--- src/rtl/dbg_ctrl.sv ---
// dbg_ctrl: UART debug controller that halts/runs/steps the core and streams a reg or PC snapshot.
// Optional byte acknowledgements ('+' / '?') are enabled by defining DBG_ACK_EN.
module dbg_ctrl #(
  parameter bit          RESET_RUN   = 1'b1,
  parameter int unsigned ARG_TIMEOUT = 1000000
) (
  input  logic        clk,
  input  logic        reset,
  input  logic        rx_valid,
  input  logic [7:0]  rx_data,
  input  logic        tx_ready,
  output logic        tx_valid,
  output logic [7:0]  tx_data,
  output logic        core_en,
  output logic [4:0]  debug_sel,
  input  logic [31:0] debug_data,
  input  logic [31:0] pc,
  output logic        busy,
  output logic        cmd_overrun
);
  typedef enum logic [2:0] {
    IDLE, ARG, LATCH, SEND, STEP
`ifdef DBG_ACK_EN
    , ACK
`endif
  } state_e;
  state_e      state_q, state_d;
  logic        core_q, core_d, src_q, src_d, ovr_q, ovr_d;
  logic [4:0]  sel_q, sel_d;
  logic [31:0] snap_q, snap_d, cnt_q, cnt_d;
  logic [1:0]  idx_q, idx_d;
`ifdef DBG_ACK_EN
  logic [7:0]  ack_q, ack_d;
`endif
  always_comb begin
    state_d = state_q;
    core_d  = core_q;
    sel_d   = sel_q;
    snap_d  = snap_q;
    idx_d   = idx_q;
    cnt_d   = cnt_q;
    src_d   = src_q;
    ovr_d   = ovr_q | (rx_valid && state_q != IDLE && state_q != ARG);
`ifdef DBG_ACK_EN
    ack_d   = ack_q;
`endif
    case (state_q)
      IDLE: if (rx_valid) begin
        case (rx_data)
          8'h48, 8'h52: begin
            core_d = rx_data == 8'h52;
`ifdef DBG_ACK_EN
            state_d = ACK;
            ack_d   = 8'h2B;
`endif
          end
          8'h53: begin
            if (!core_q) state_d = STEP;
`ifdef DBG_ACK_EN
            else begin
              state_d = ACK;
              ack_d   = 8'h2B;
            end
`endif
          end
          8'h72: begin
            state_d = ARG;
            cnt_d   = '0;
          end
          8'h50: begin
            src_d   = 1'b1;
            state_d = LATCH;
          end
          default: begin
`ifdef DBG_ACK_EN
            state_d = ACK;
            ack_d   = 8'h3F;
`endif
          end
        endcase
      end
      ARG: begin
        cnt_d = cnt_q + 32'd1;
        if (rx_valid) begin
          sel_d   = rx_data[4:0];
          src_d   = 1'b0;
          state_d = LATCH;
        end else if (ARG_TIMEOUT != 0 && cnt_q == ARG_TIMEOUT - 1) state_d = IDLE;
      end
      LATCH: begin
        snap_d  = src_q ? pc : debug_data;
        idx_d   = '0;
        state_d = SEND;
      end
      SEND: if (tx_ready) begin
        idx_d = idx_q + 2'd1;
        if (idx_q == 2'd3) state_d = IDLE;
      end
      STEP: begin
`ifdef DBG_ACK_EN
        state_d = ACK;
        ack_d   = 8'h2B;
`else
        state_d = IDLE;
`endif
      end
`ifdef DBG_ACK_EN
      ACK: if (tx_ready) state_d = IDLE;
`endif
      default: state_d = IDLE;
    endcase
  end
  always_ff @(posedge clk) begin
    if (reset) begin
      state_q <= IDLE;
      core_q  <= RESET_RUN;
      sel_q   <= '0;
      snap_q  <= '0;
      idx_q   <= '0;
      cnt_q   <= '0;
      src_q   <= 1'b0;
      ovr_q   <= 1'b0;
`ifdef DBG_ACK_EN
      ack_q   <= '0;
`endif
    end else begin
      state_q <= state_d;
      core_q  <= core_d;
      sel_q   <= sel_d;
      snap_q  <= snap_d;
      idx_q   <= idx_d;
      cnt_q   <= cnt_d;
      src_q   <= src_d;
      ovr_q   <= ovr_d;
`ifdef DBG_ACK_EN
      ack_q   <= ack_d;
`endif
    end
  end
  // STEP overrides the halted enable for its single cycle
  assign core_en     = core_q | (state_q == STEP);
  assign debug_sel   = sel_q;
  assign busy        = state_q != IDLE;
  assign cmd_overrun = ovr_q;
`ifdef DBG_ACK_EN
  assign tx_valid = state_q == SEND || state_q == ACK;
  assign tx_data  = state_q == SEND ? snap_q[{idx_q, 3'b000} +: 8] : state_q == ACK ? ack_q : 8'h00;
`else
  assign tx_valid = state_q == SEND;
  assign tx_data  = state_q == SEND ? snap_q[{idx_q, 3'b000} +: 8] : 8'h00;
`endif
endmodule

--- config.mk ---
export PLATFORM = sky130hd
export DESIGN_NAME = dbg_ctrl
export DESIGN_NICKNAME = d
export VERILOG_FILES = /design/src/rtl/dbg_ctrl.sv
export SDC_FILE = /design/constraint.sdc
export NUM_CORES = 1
export LEC_CHECK = 0
export CAP_MARGIN = 40
export CORE_ASPECT_RATIO = 0.7
export CORE_MARGIN = 3
export CORE_UTILIZATION = 51
export DETAILED_ROUTE_END_ITERATION = 12
export PLACE_DENSITY = 0.8
export SYNTH_ARGS = -nofsm -noshare
export SYNTH_HDL_FRONTEND = slang
export SYNTH_SLANG_ARGS = --single-unit
--- constraint.sdc ---
create_clock -name clk -period 2.1 [get_ports clk]
set_input_delay 0.42 -clock clk [delete_from_list [all_inputs] [get_ports clk]]
set_output_delay 0.42 -clock clk [all_outputs]
set_load 0.02 [all_outputs]
==> impl_metrics.py <==
metrics = {
    "placed_design": {
        "hpwl_um": 8299,
        "placed_area_um2": 5326,
        "portBuffers": 92,
        "dpl.cell_count": 634,
        "globalplace.congestion": 0.9085,
    },
    "finish": {
        "fillers": 581,
        "nets": 622,
        "area_delta_synth_final_pct": 31.94,
        "finish.instance_area_um2": 5572,
        "multi_input_area_um2": 2471,
        "ff_latch_area_um2": 1545,
        "instances_no_fill": 650,
        "drive_gt1_share_pct": 16.94,
        "n_antenna_cell": 0,
    },
    "drt": {
        "drtAntennaViolNets": 0,
        "vias_per_cell": 5.817,
        "drt_iter0_drc": 354,
        "firstDrtPassIters": 5,
        "num_vias": 3781,
        "avgRoutedWirePerCell_um": 17.27,
        "drt-total-wl_um": 11230,
        "drc": 0,
    },
    "cts": {
        "post_cts_buffers": 0,
        "clk_path_buf_depth": 2,
        "ctsRootBufferMaster": "clkbuf_16",
        "clock-sinks": 77,
        "cts_buffers": 9,
        "cts_htree_levels": 3,
        "clock_latency_ns": 0.33,
        "clkTransAtPathRegs_ns": 0.06,
        "cts_hold_buffers": 0,
        "tritoncts": "done",
    },
    "worst_setup_path": {
        "crit_path_top_delay_cell": "mux4_2",
        "r2r_slack_ns": 0.25,
        "critical_path_class": "reg2out",
        "path_buf_inv": 2,
        "cp_cell_sequence": "buf_4, mux4_2, and3_1, buf_2",
        "crit_path_end_kind": "output pin",
        "r2r-end": "core_q",
        "worst-endpoint-arrival_ns": 1.66,
        "cpLargestDelayFamily": "multiplexers",
        "path_depth": 4,
        "required_ns": 1.68,
        "slowest_delay_ns": 0.51,
        "crit_start": "idx_q[0]",
        "worstReg2RegStart": "idx_q[0]",
        "crit_path_start_kind": "flop",
        "r2r_cells": 8,
        "cp_max_fo": 3,
        "crit_end": "tx_data[2]",
    },
    "sta": {
        "timing.setup.tns_ns": 0,
        "rsz0062_at_grt": "yes",
        "fin_crit_sh_pct": 99.06,
        "hold_viol": 0,
        "skew_ns": 0.005893,
        "fin_crit_ns": 2.080,
        "slew_viol_final": 0,
        "relSlewSlack_pct": 50.50,
        "fmax_mhz": 480.7,
        "finalSetupViolCount": 0,
        "worst_slew_pin_slew_ns": 0.7425,
    },
    "logic_synthesis": {
        "synth_cells": 451,
        "synth_top_area_share_pct": 36.50,
        "syn_area_um2": 4223,
        "synth_top_area_cell": "dfxtp_1",
        "synth_common_cells": "77 x dfxtp_1, 73 x nor2_1, 34 x mux2i_1",
        "synth_nets": 529,
        "synth_edf_count": 0,
        "synth_area_per_cell_um2": 9.363,
        "async_flop_share_pct": 0,
        "yosys_most_used_dff": "dfxtp_1",
        "synth.most_common_cell": "dfxtp_1",
        "synth.distinct_cells": 60,
        "ys_warn_count": 0,
        "yosys_register_bits": 77,
        "seq_area_frac_synth_pct": 36.50,
        "yosys-top-cells-area": "dfxtp_1 37%, mux2i_1 8.1%, nor2_1 6.5%",
    },
    "run_status": {
        "status": "finished, final reports clean",
    },
    "die": {
        "ios": 93,
        "die_x_um": 114.8,
        "core_area_um2": 7939,
        "dieArea_um2": 9425,
        "dieHeight_um": 82.13,
        "start_util_pct": 53.19,
        "row_count": 27,
    },
    "global_route": {
        "grt_pass1_vias": 3352,
        "grt_util_all_layers_pct": 24.23,
        "grt_max_degree": 43,
        "grt_pass1_wl_um": 17770,
        "antenna_found_initial": 0,
        "overflow": 0,
    },
    "worst_hold_path": {
        "holdCritPathClass": "reg2reg",
    },
    "power_and_ir_drop": {
        "power_leakage_uw": 0.001874,
        "combPwrFrac_pct": 7.7,
        "switchingPower_uw": 636.8,
        "peakVddDrop_v": 0.0005022,
        "p_int_uw": 2484,
        "total_power_uw": 3121,
        "p_seq_share_pct": 46.8,
        "power_frac_clock_pct": 45.4,
        "switching_share_pct": 20.40,
        "pwr_density_cell_nw_per_um2": 560.2,
    },
    "job": {
        "max_cap_violations": 0,
    },
}
metal layers:
metal  global-route usage (%)  routed length [µm]
met1                    34.90                5246
met2                    36.93                4879
met3                    5.754                 948
met4                    5.744                 151
met5                        0                   0
worst min-delay path by stage:
stage	startpoint	end	slack (ns)	depth (start not counted)
4_1_cts	debug_sel[2]	debug_sel[2]	0.46	2
3_5_place_dp	debug_sel[2]	debug_sel[2]	0.45	2
3_3_place_gp	debug_sel[3]	debug_sel[3]	0.45	2
5_1_grt	debug_sel[2]	debug_sel[2]	0.48	2
2_1_floorplan	snap_q[16]	snap_q[16]	0.48	2
6_report	debug_sel[2]	debug_sel[2]	0.46	2
cells in the final DEF, fill, tap and decap left out, types with 2 or more instances in the layout:
master and count:
clkdlybuf4s50_1 81, dfxtp_1 74, nor2_1 73, mux2i_1 34
a211oi_1 32, xnor2_1 29, nand2_1 27, buf_4 23
nand3_1 13, nor4_2 13, and3_1 12, a21oi_1 9
clkbuf_16 9, mux4_2 8, nor3_1 8, buf_2 8
nand4_1 7, and4_1 5, and2_1 4, o21ai_0 4
nor4_1 4, clkbuf_1 4, buf_12 4, inv_1 3
nand4_2 3, nor4b_2 3, nor3_2 3, dfxtp_2 3
and4bb_2 2, nor3b_1 2, nand4b_1 2, o31ai_1 2
or3_1 2, ha_1 2, clkbuf_8 2, dlygate4sd2_1 2
sequential cells by signal, indices dropped and copies added (netlist names):
signal       cells
cmd_overrun      1
cnt_q           32
core_q           1
debug_sel        5
idx_q            2
snap_q          32
src_q            1
state_q          3
metrics by stage:
step           utilization (%)  hold WS [ns]  worst slack, ns
2_1_floorplan                -        0.4750           0.3460
3_3_place_gp             67.09        0.4509         -0.04319
3_5_place_dp             67.09        0.4495          -0.1185
4_1_cts                  70.07        0.4603         0.008168
5_1_grt                  70.18        0.4806         -0.03190
6_report                 70.18        0.4593          0.01964
what timing repair did:
item,4_1_cts,5_1_grt
resized for setup,37,2
cloned,0,0
setup endpoints to repair,11,8
worst min-delay path: cells and delay by family, from the launching register on:
family	cells	cell delay, ns
DFF	1	0.31
AOI/OAI and AO/OA	1	0.05
and+or+nand+nor	1	0.05
power groups by stage:
stage | registers, µW | clock network (µW) | logic (µW)
finish | 1460 | 1420 | 242
global route | 1460 | 1490 | 259
CTS | 1460 | 1430 | 241
detailed placement | 1490 | 0 | 240
global placement | 1490 | 0 | 234
floorplan | 1490 | 0 | 59.4
logic make-up after synthesis:
logic type	after synthesis	share of synthesized area, %
AND/OR/NAND/NOR	198	28.21
flip-flops	77	36.50
adder cells (fa/ha/maj)	2	0.5925
XOR/XNOR	29	6.015
multiplexers	43	12.59
AO/OA/AOI/OAI	61	10.93
buffers and inverters	41	5.156
area by class of cell:
| cell class | instances | share of cell area, % |
|---|---|---|
| clock inverter | 1 | 0.08983 |
| multi-input combinational | 333 | 44.35 |
| inverter | 3 | 0.2021 |
| clock buffer | 15 | 4.806 |
| tap | 101 | 2.268 |
| timing repair buffer | 120 | 20.55 |
| sequential | 77 | 27.73 |
Note: power is estimated with default switching activity, not from simulation.
